### config.mk
export PLATFORM = sky130hd
export DESIGN_NAME = lane_rr_arbiter
export DESIGN_NICKNAME = d
export VERILOG_FILES = /design/src/rtl/lane_rr_arbiter.sv
export SDC_FILE = /design/constraint.sdc
export NUM_CORES = 1
export LEC_CHECK = 0
export CAP_MARGIN = 20
export CORE_MARGIN = 1
export CORE_UTILIZATION = 45
export DETAILED_ROUTE_END_ITERATION = 6
export MAX_ROUTING_LAYER = met4
export PLACE_DENSITY = 0.78
export SETUP_SLACK_MARGIN = 0.5
export SKIP_LAST_GASP = 1
export SLEW_MARGIN = 10
export SYNTH_ARGS = -nofsm -noshare
export SYNTH_HDL_FRONTEND = slang
export SYNTH_SLANG_ARGS = --single-unit
### constraint.sdc
create_clock -name clk -period 3 [get_ports clk]
set_input_delay 0.3 -clock clk [delete_from_list [all_inputs] [get_ports clk]]
set_output_delay 0.3 -clock clk [all_outputs]
set_load 0.05 [all_outputs]
### src/rtl/lane_rr_arbiter.sv
// rtl/lane_rr_arbiter.sv - round-robin arbiter sharing one lane between NUM_REQ requesters
module lane_rr_arbiter #(
    parameter int NUM_REQ    = 4,
    parameter int DATA_WIDTH = 1,
    parameter int MAX_BURST  = 4
) (
    input  logic                            clk,
    input  logic                            rst_n,
    input  logic [NUM_REQ-1:0]              req,
    input  logic [NUM_REQ-1:0]              req_last,
    input  logic [NUM_REQ*DATA_WIDTH-1:0]   req_data,
    output logic [NUM_REQ-1:0]              gnt,
    output logic                            out_valid,
    output logic [DATA_WIDTH-1:0]           out_data,
    input  logic                            out_ready,
    output logic [$clog2(NUM_REQ)-1:0]      out_idx,
    output logic                            busy
);

    localparam int IDX_W = $clog2(NUM_REQ);
    localparam int CNT_W = $clog2(MAX_BURST + 1);

    typedef enum logic {
        S_IDLE  = 1'b0,
        S_GRANT = 1'b1
    } state_t;

    state_t             r_state;
    state_t             w_state_next;
    logic [IDX_W-1:0]   r_idx;
    logic [IDX_W-1:0]   r_ptr;
    logic [CNT_W-1:0]   r_beat_cnt;
    logic [NUM_REQ-1:0] r_gnt;

    logic [IDX_W-1:0]   w_sel_idx;
    logic [NUM_REQ-1:0] w_sel_onehot;
    logic               w_any;
    logic               w_cur_req;
    logic               w_cur_last;
    logic               w_xfer;
    logic [CNT_W-1:0]   w_cnt_next;
    logic               w_done;

    // Wrap-around search from ptr+1; iterating downward lets the nearest hit win.
    always_comb begin
        w_sel_idx = '0;
        w_any     = |req;
        for (int k = NUM_REQ; k >= 1; k--) begin
            if (req[(int'(r_ptr) + k) % NUM_REQ]) begin
                w_sel_idx = IDX_W'((int'(r_ptr) + k) % NUM_REQ);
            end
        end
        w_sel_onehot = '0;
        w_sel_onehot[w_sel_idx] = 1'b1;
    end

    always_comb begin
        w_cur_req  = req[r_idx];
        w_cur_last = req_last[r_idx];
        w_xfer     = (r_state == S_GRANT) && w_cur_req && out_ready;
        w_cnt_next = r_beat_cnt + CNT_W'(1);
        w_done     = w_xfer && (w_cur_last || (w_cnt_next == CNT_W'(MAX_BURST)));
    end

    always_ff @(posedge clk or negedge rst_n) begin
        if (!rst_n) begin
            r_state <= S_IDLE;
        end else begin
            r_state <= w_state_next;
        end
    end

    // Withdrawal ends the grant in the same cycle it is seen; no beat happens then.
    always_comb begin
        w_state_next = r_state;
        case (r_state)
            S_IDLE: begin
                if (w_any) begin
                    w_state_next = S_GRANT;
                end
            end
            S_GRANT: begin
                if (!w_cur_req || w_done) begin
                    w_state_next = S_IDLE;
                end
            end
            default: w_state_next = S_IDLE;
        endcase
    end

    always_ff @(posedge clk or negedge rst_n) begin
        if (!rst_n) begin
            r_idx      <= '0;
            r_ptr      <= IDX_W'(NUM_REQ - 1);
            r_beat_cnt <= '0;
            r_gnt      <= '0;
        end else begin
            case (r_state)
                S_IDLE: begin
                    if (w_any) begin
                        r_idx      <= w_sel_idx;
                        r_ptr      <= w_sel_idx;
                        r_beat_cnt <= '0;
                        r_gnt      <= w_sel_onehot;
                    end
                end
                S_GRANT: begin
                    if (w_xfer) begin
                        r_beat_cnt <= w_cnt_next;
                    end
                    if (w_state_next == S_IDLE) begin
                        r_gnt <= '0;
                    end
                end
                default: r_gnt <= '0;
            endcase
        end
    end

    always_comb begin
        busy      = (r_state == S_GRANT);
        gnt       = r_gnt;
        out_valid = busy && w_cur_req;
        out_data  = busy ? req_data[int'(r_idx)*DATA_WIDTH +: DATA_WIDTH] : '0;
        out_idx   = busy ? r_idx : '0;
    end

endmodule

Word-level counts from Yosys, hierarchy flattened
Cells that the tools add are included.
{ "totals": {"output_inout_bits": 9, "inputBits": 15, "word_cells": 75, "reg_bits": 12} }
{ "classes": {"addsub": 5, "n_shift": 1, "n_bitwise": 5, "n_mux": 33, "eq_ne": 4, "n_reduce_logical": 15, "order_cmp": 7} }
{ "op_table": {"columns": ["op", "n"], "rows": [
  ["$lt A3 B4 Y1 const B", 4],
  ["$mux W1", 14],
  ["$bmux W1 S2", 6],
  ["$mux W2", 5],
  ["$mux W4", 2],
  ["$pmux W4 S2", 1],
  ["$reduce_or A2 Y1", 4],
  ["$lt A2 B3 Y1 const B", 2],
  ["$mux W3", 2],
  ["$pmux W3 S2", 1],
  ["$reduce_and A2 Y1", 3],
  ["$add A2 B1 Y2 const B", 2],
  ["$add A2 B2 Y2 const B", 2],
  ["$and A1 B1 Y1 const A", 4],
  ["$logic_and A1 B1 Y1", 4],
  ["$ne A2 B2 Y1 const B", 2],
  ["$reduce_or A4 Y1", 1],
  ["$shiftx A4 B3 Y1", 1],
  ["$add A3 B1 Y3 const B", 1],
  ["$eq A3 B3 Y1 const B", 1],
  ["$demux W1 S2", 1],
  ["$ge A2 B1 Y1 const B", 1],
  ["$logic_or A1 B1 Y1", 2],
  ["$ne A2 B1 Y1 const B", 1],
  ["other kinds (3)", 3]
]} }

Longest topological paths before layout
Gate-level depths: netlist of run 1.
{ "logic_depth": {"depth_word": 16, "mapped_depth": 5, "depth_no_buf": 5} }

Worst setup path before layout of run 1
OpenSTA, ideal clock, no wires.
{ "synth_path": {"path_type": "register to register", "start": "reg r_idx[0]", "end": "reg r_gnt[3], in the netlist gnt[3]", "t_required_ns": 2.874, "path_buffers": 0, "setup_time_ns": 0.126, "stages_incl_launch_ff": 5, "period_less_slack_ns": 1.795, "arrival_ns": 1.669, "slack_ns": 1.205, "path_cell_list": "dfrtp_1 > mux4_2 > and2_4 > and3_4 > a221o_1"} }
{ "synth_via": {"elab_chain_cells": 10, "elab_cells_between_ends": 14, "classes_between": "eq/ne (1); mux (6); reduce/logical (7)"} }
{ "synth_lines": {"columns": ["item", "line_no", "text"], "rows": [
  ["start: declaration", "30", "logic [IDX_W-1:0] r_idx;"],
  ["start signal: assignment", "101", "r_idx <= w_sel_idx;"],
  ["$bmux W1 S2", "58", "w_cur_req = req[r_idx];"],
  ["$mux W1 (implied by the code)", "58", null],
  ["$logic_and A1 B1 Y1", null, null],
  ["named net out_valid", "13", "output logic out_valid,"],
  ["$logic_and A1 B1 Y1", "60", "w_xfer = (r_state == S_GRANT) && w_cur_req && out_ready;"],
  ["$logic_and A1 B1 Y1", "62", "w_done = w_xfer && (w_cur_last || (w_cnt_next == CNT_W'(MAX_BURST)));"],
  ["$logic_or A1 B1 Y1", "83", "if (!w_cur_req || w_done) begin"],
  ["$mux W1", "83", null],
  ["$pmux W1 S2", "76", "case (r_state)"],
  ["$ne A2 B2 Y1 (no source line)", null, null],
  ["$reduce_and A2 Y1 (no source line)", null, null],
  ["end signal: assignment", "104", "r_gnt <= w_sel_onehot;"],
  ["end: declaration", "33", "logic [NUM_REQ-1:0] r_gnt;"]
]} }
The timed path passes the listed nets, and every way through them passes these cells. The select of a mux whose other input is x is not followed.
A chain may end at the register's enable or synchronous reset.

Final worst setup path of run 1
{ "layout_path": {"start": "reg r_idx[0]", "end": "out out_data"} }
{ "layout_via": {"elab_chain_cells": 2} }
{ "layout_lines": {"columns": ["item", "line_no", "text"], "rows": [
  ["$shiftx A4 B3 Y1", "124", "out_data = busy ? req_data[int'(r_idx)*DATA_WIDTH +: DATA_WIDTH] : '0;"],
  ["$mux W1", "124", null],
  ["end: declaration", "14", "output logic [DATA_WIDTH-1:0] out_data,"]
]} }
Every way passes these cells.

==> impl_metrics.yaml, run 1 <==
status:
  status: "finished, final reports clean"
power:
  p_sw_mw: 0.508
  power_mw: 1.10
  vdd_drop_max_mv: 0.626
  p_seq_share_pct: 30.1
  clockPowerShare_pct: 12.0
  pwr-share-comb_pct: 57.9
  p_sw_share_pct: 46.3
  leakage_nw: 0.449
  p_int_mw: 0.589
  power.density_nw_per_um2: 1080
global_route:
  grt.total_usage_pct: 18.6
  grt_pass1_vias: 551
  grt_overflow: 0
  grt_max_degree: 16
  antenna_found_initial: 0
  grt_pass1_wl_um: 2390
floorplan:
  num_rows: 14
  die_height_um: 42.4
  start_util_pct: 48.2
  core_sq_um: 1520
  io_pins: 24
  fp.dieArea_sq_um: 1800
  fp.dieW_um: 42.4
synthesis:
  synth_fp_nets: 84
  yosysWarningCount: 0
  syn_inst: 67
  synthTopCellsByArea: "dfrtp_1, dfstp_2, mux4_1, a221o_1, nor3b_1"
  synth_area_per_cell_sq_um: 11.0
  synth_top_cell_by_area: "dfrtp_1"
  syn-cell-area_sq_um: 734
  synth.distinct_cells: 31
  synth-seq-cells: 12
  synth.yosys.seq_area_share_pct: 41.2
  synth_top_area_share_pct: 34.1
sta:
  report.final.slew_viol_count: 0
  setup_viol: 0
  fin_crit_ps: 2440
  relSlewSlack_pct: 63.3
  max_slew.worst_pin.slew_ps: 548
  setup-tns-final_ps: 0
  fmax_ghz: 0.409
  finalCritPeriodShare_pct: 81.4
  skew_ps: 5.67
  rsz0062_at_grt: "no"
  finalHoldViolCount: 0
placement:
  gp_congestion: 0.829
  dpl.hpwl_um: 1120
  io_buffers: 23
cts:
  cts_tree: "done"
  postCtsSetupRepairBufs: 0
  clock-sinks: 12
  path_clk_slew_ps: 80
  cts.path.max_buffers: 2
  cts_buffers: 3
  cts_root_buf: "clkbuf_4"
  cts_hold_buf: 0
  clk_latency_ps: 280
  ctsHtreeMaxLevel: 1
  cts-resized-gates: 0
setup_path:
  worstSetupPathType: "flip-flop to primary output"
  endpoint_kind: "primary output"
  cp_slowest_cell: "clkdlybuf4s50_1"
  worstPathRequired_ps: 2700
  arrival_ps: 2140
  path_cells: "mux4_1 -> and2_1 -> clkdlybuf4s50_1"
  path_buf_inv: 1
  critPathMaxFanout: 5
  path_depth: 3
  cpPeakStageDelay_ps: 690
  critPathTopFamily: "buffers and inverters"
  startpoint_type: "flip-flop"
  r2r_cells: 4
hold_path:
  min_path_type: "input pin to async pin"
run:
  drv_cap: 0
layout:
  drive_gt1_share_pct: 14.0
  fill_cells: 124
  antenna_cells: 0
  areaGrowthSynthToFinish_pct: 38.8
  nNetsFinal: 111
routing:
  drt_iter0_markers: 16
  post_drt_wl_per_cell_um: 13.2
  drt_wl_total_um: 1430
  ant_nets: 0
  dr_total_vias: 630
  drc: 0
  via_per_inst: 5.78
  firstDrtPassIters: 4
==> registers in the layout, summed over array words and instances (netlist names) <==
name        cells
r_idx           2
r_beat_cnt      3
busy            1
r_ptr           2
gnt             4
==> layout make-up <==
type / count / area [sq um] / area share (%)
Timing Repair Buffer: 23 / 233 / 22.8
Clock buffer: 4 / 36.3 / 3.56
Inverter: 1 / 3.75 / 0.368
Tap cell: 16 / 20.0 / 1.96
Sequential cell: 12 / 303 / 29.7
Multi-Input combinational cell: 53 / 424 / 41.6
==> stage by stage <==
step / cells / setup WS [ps] / cell area, sq um / utilization [%] / hold slack, ps
2_1_floorplan: 67 / 1200 / 734 / - / 4.41
3_3_place_gp: 105 / 544 / 981 / 64.4 / 501
3_5_place_dp: 105 / 526 / 981 / 64.4 / 501
4_1_cts: 109 / 519 / 1020 / 66.7 / 375
5_1_grt: 109 / 506 / 1020 / 66.9 / 403
6_report: 109 / 557 / 1020 / 66.9 / 357
==> cells by family after synthesis <==
kind of cell | synth area share [%]
AO/OA/AOI/OAI | 17.0
XOR/XNOR | 2.39
adder cells (fa/ha/maj) | 3.41
buffers and inverters | 1.02
flip-flops | 41.2
multiplexers | 10.2
AND/OR/NAND/NOR | 24.7
==> metal layers <==
layer  global-route usage, %  share of wire [%]  up-vias
met2                    27.1                 44       22
li1                        -                  -      310
met3                    7.76                6.1        2
met5                       -                  0        -
met1                    24.7                 49      296
met4                    3.75               0.42        0
==> cells in the mapped netlist (all sizes together) <==
cell type	instances
xor2	1
a22o	1
nor3b	5
dfrtp	10
clkbuf	1
or2	2
a21oi	3
nand4	1
xnor2	1
nor4	1
a211o	1
a21bo	1
or4	1
nand3	4
dfstp	2
nor2	5
and3	1
a221o	4
a21o	2
and2	5
mux4	3
a211oi	1
ha	2
nand2	2
a311o	1
inv	1
nand2b	3
o21ai	2
==> worst reg2reg max path, delay by kind of cell (launching register included) <==
kind / cells / cell delay (ps)
flops: 1 / 450
compound gates: 1 / 350
simple gates: 2 / 340
mux: 1 / 560
==> power by group through the flow <==
stage          logic [mW]  registers [mW]  clock network, mW
6_report            0.635           0.330              0.131
3_3_place_gp        0.633           0.334                  0
5_1_grt             0.670           0.346              0.139
3_5_place_dp        0.637           0.334                  0
4_1_cts             0.639           0.331              0.133
2_1_floorplan       0.361           0.415                  0
==> cell usage in the layout, fill, tap and decap left out, types with 2 or more instances in the layout <==
master           synthesis  routed
a21oi_1                  3       3
clkdlybuf4s50_1          0      22
or2_2                    2       2
dfstp_2                  2       2
nand2_1                  2       2
nand3_1                  4       4
nor3b_1                  5       5
o21ai_0                  2       2
mux4_1                   2       2
nor2_1                   5       5
a221o_1                  4       4
nand2b_1                 3       3
and2_1                   3       3
ha_1                     2       2
clkbuf_4                 0       3
dfrtp_1                 10      10
a21o_1                   2       2
==> worst paths after layout <==
check                                               start                        end  slack [ps]
worst min-delay path                                rst_n  r_beat_cnt[2]$_DFFE_PN0P_         360
max in group asynchronous                           rst_n       r_ptr[1]$_DFFE_PN1P_        2280
worst max register to register       r_idx[0]$_DFFE_PN0P_         gnt[2]$_DFFE_PN0P_        1190
worst max-delay path                 r_idx[0]$_DFFE_PN0P_                   out_data         560
worst min register to register  r_beat_cnt[2]$_DFFE_PN0P_  r_beat_cnt[2]$_DFFE_PN0P_         510
min in group clk                r_beat_cnt[2]$_DFFE_PN0P_  r_beat_cnt[2]$_DFFE_PN0P_         510
Power figures use the tool's default switching activity.
==> run 2: changes to the inputs <==
--- a/config.mk
+++ b/config.mk
@@ -7,10 +7,10 @@
 export LEC_CHECK = 0
 export CAP_MARGIN = 20
 export CORE_MARGIN = 1
-export CORE_UTILIZATION = 45
+export CORE_UTILIZATION = 40
 export DETAILED_ROUTE_END_ITERATION = 6
 export MAX_ROUTING_LAYER = met4
-export PLACE_DENSITY = 0.78
+export PLACE_DENSITY = 0.73
 export SETUP_SLACK_MARGIN = 0.5
 export SKIP_LAST_GASP = 1
 export SLEW_MARGIN = 10
==> constraint.sdc (replaced) <==
create_clock -name clk -period 2.2 [get_ports clk]
set_input_delay 0.22 -clock clk [delete_from_list [all_inputs] [get_ports clk]]
set_output_delay 0.22 -clock clk [all_outputs]
set_load 0.05 [all_outputs]
==> run 2 against run 1 <==
  * Hold slack worse by 56 ps
  * Die area up 12%
  * Sequential power up 38%
  * Count of clock-buffer cells in the layout unchanged
  * Critical path depth unchanged
  * Worst setup slack worse by 110 ps
  * Core utilization down 5.0 points
  * Combinational power up 47%
  * Clock skew down 3.0 ps
  * First-iteration DRC count unchanged
  * Total power up 43%
  * Critical endpoint is now out_valid
==> impl_metrics.yaml, run 2 (synthesis results as in run 1) <==
global_route:
  grt.total_usage_pct: 18.5
  grt_max_degree: 16
  grt_pass1_vias: 590
  grt_pass1_wl_um: 2640
  grt_overflow: 0
  antenna_found_initial: 0
sta:
  fin_crit_ps: 1750
  report.final.slew_viol_count: 0
  setup_viol: 0
  finalCritPeriodShare_pct: 79.6
  max_slew.worst_pin.slew_ps: 549
  setup-tns-final_ps: 0
  whs_ps: 301
  skew_ps: 2.71
  finalHoldViolCount: 0
  relSlewSlack_pct: 63.3
  rsz0062_at_grt: "yes"
  fmax_ghz: 0.571
setup_path:
  startpoint_type: "flip-flop"
  worstSetupPathType: "flip-flop to primary output"
  cpPeakStageDelay_ps: 530
  critPathTopFamily: "multiplexers"
  path_buf_inv: 1
  path_cells: "mux4_2 -> and2_4 -> buf_6"
  rr_startpoint: "r_idx[0]$_DFFE_PN0P_"
  r2r_end: "gnt[0]$_DFFE_PN0P_"
  r2r_cells: 4
  reg2reg_slack_ps: 480
  worstPathRequired_ps: 1980
  cp_slowest_cell: "mux4_2"
  path_depth: 3
  endpoint_kind: "primary output"
  critPathMaxFanout: 4
  arrival_ps: 1530
hold_path:
  min_path_type: "input pin to async pin"
cts:
  cts_root_buf: "clkbuf_4"
  cts.path.max_buffers: 2
  cts_buffers: 3
  clock-sinks: 12
  path_clk_slew_ps: 80
  cts_tree: "done"
  ctsHtreeMaxLevel: 1
  clk_latency_ps: 270
routing:
  drc: 0
  drt_iter0_markers: 16
  post_drt_wl_per_cell_um: 13.1
  drt_wl_total_um: 1590
  firstDrtPassIters: 4
  dr_total_vias: 635
  ant_nets: 0
  via_per_inst: 5.25
floorplan:
  io_pins: 24
  fp.dieArea_sq_um: 2010
  core_sq_um: 1730
  num_rows: 15
  start_util_pct: 42.5
  die_height_um: 44.9
  fp.dieW_um: 44.9
layout:
  layout_commonest_cell: "clkdlybuf4s50_1"
  nNetsFinal: 114
  antenna_cells: 0
  drive_gt1_share_pct: 25.0
  areaGrowthSynthToFinish_pct: 45.5
  layout_common_cells: "clkdlybuf4s50_1, dfrtp_1, nor2_1, nor3b_1"
  largest_reg_flops: 4
status:
  status: "finished, final reports clean"
power:
  p_seq_share_pct: 29.2
  pwr-share-comb_pct: 59.6
  p_sw_mw: 0.721
  leakage_nw: 0.523
  power.density_nw_per_um2: 1470
  p_sw_share_pct: 46.0
  p_int_mw: 0.846
  vdd_drop_max_mv: 0.701
  clockPowerShare_pct: 11.2
placement:
  dpl.hpwl_um: 1150
  gp_congestion: 0.757
  io_buffers: 23
run:
  drv_cap: 0
## run 2: changes by cell type in the layout (fill, tap and decap cells not counted), sizes merged
cell	change
buf	+5
clkdlybuf4s15	+1
clkdlybuf4s50	-10
dlygate4sd2	+4
dlymetal6s2s	+3
## run 2: per-layer routing
metal / track usage, % / routed length (um) / up-vias
met5: - / 0 / -
met4: 5.45 / 17 / 0
met3: 4.00 / 77 / 4
met2: 26.2 / 679 / 19
met1: 26.6 / 817 / 294
li1: - / - / 318
## run 2: what timing repair did
action / in CTS / in global routing
buffers inserted: 2 / 0
pin swaps: 0 / 0
hold buffers: 0 / 0
gates cloned: 0 / 0
gates resized for setup: 11 / 8
endpoints found under the setup margin: 10 / 15
## run 2: metrics by stage
stage	cells	util [%]	worst slack (ps)	total power, mW	area, sq um
after floorplan	67	-	415	1.06	734
after global placement	115	57.6	214	1.33	995
after detailed placement	115	57.6	172	1.34	995
after CTS	121	60.7	347	1.55	1050
after global routing	121	61.9	386	1.65	1070
final	121	61.9	448	1.57	1070
## run 2: power by group through the flow
| stage | clock, mW | combinational, mW | sequential (mW) |
|---|---|---|---|
| 2_1_floorplan | 0 | 0.492 | 0.565 |
| 4_1_cts | 0.176 | 0.916 | 0.454 |
| 3_3_place_gp | 0 | 0.872 | 0.455 |
| 6_report | 0.176 | 0.933 | 0.457 |
| 3_5_place_dp | 0 | 0.881 | 0.458 |
| 5_1_grt | 0.188 | 0.989 | 0.476 |
## run 2: worst max-delay path by stage
stage / start / to / slack (ps)
2_1_floorplan: r_idx[0]$_DFFE_PN0P_ / gnt[3]$_DFFE_PN0P_ / 420
6_report: r_idx[0]$_DFFE_PN0P_ / out_valid / 450
4_1_cts: busy$_DFF_PN0_ / out_idx[0] / 350
3_5_place_dp: req[3] / gnt[0]$_DFFE_PN0P_ / 170
3_3_place_gp: req[3] / gnt[3]$_DFFE_PN0P_ / 210
5_1_grt: r_idx[0]$_DFFE_PN0P_ / out_valid / 390
## run 2: area by class of cell
| class | count | area (sq um) |
|---|---|---|
| Clock buffer | 4 | 36.3 |
| Fill cell | 159 | 658 |
| Inverter | 1 | 3.75 |
| Multi-Input combinational cell | 53 | 430 |
| Sequential cell | 12 | 305 |
| Tap cell | 25 | 31.3 |
| Timing Repair Buffer | 26 | 262 |
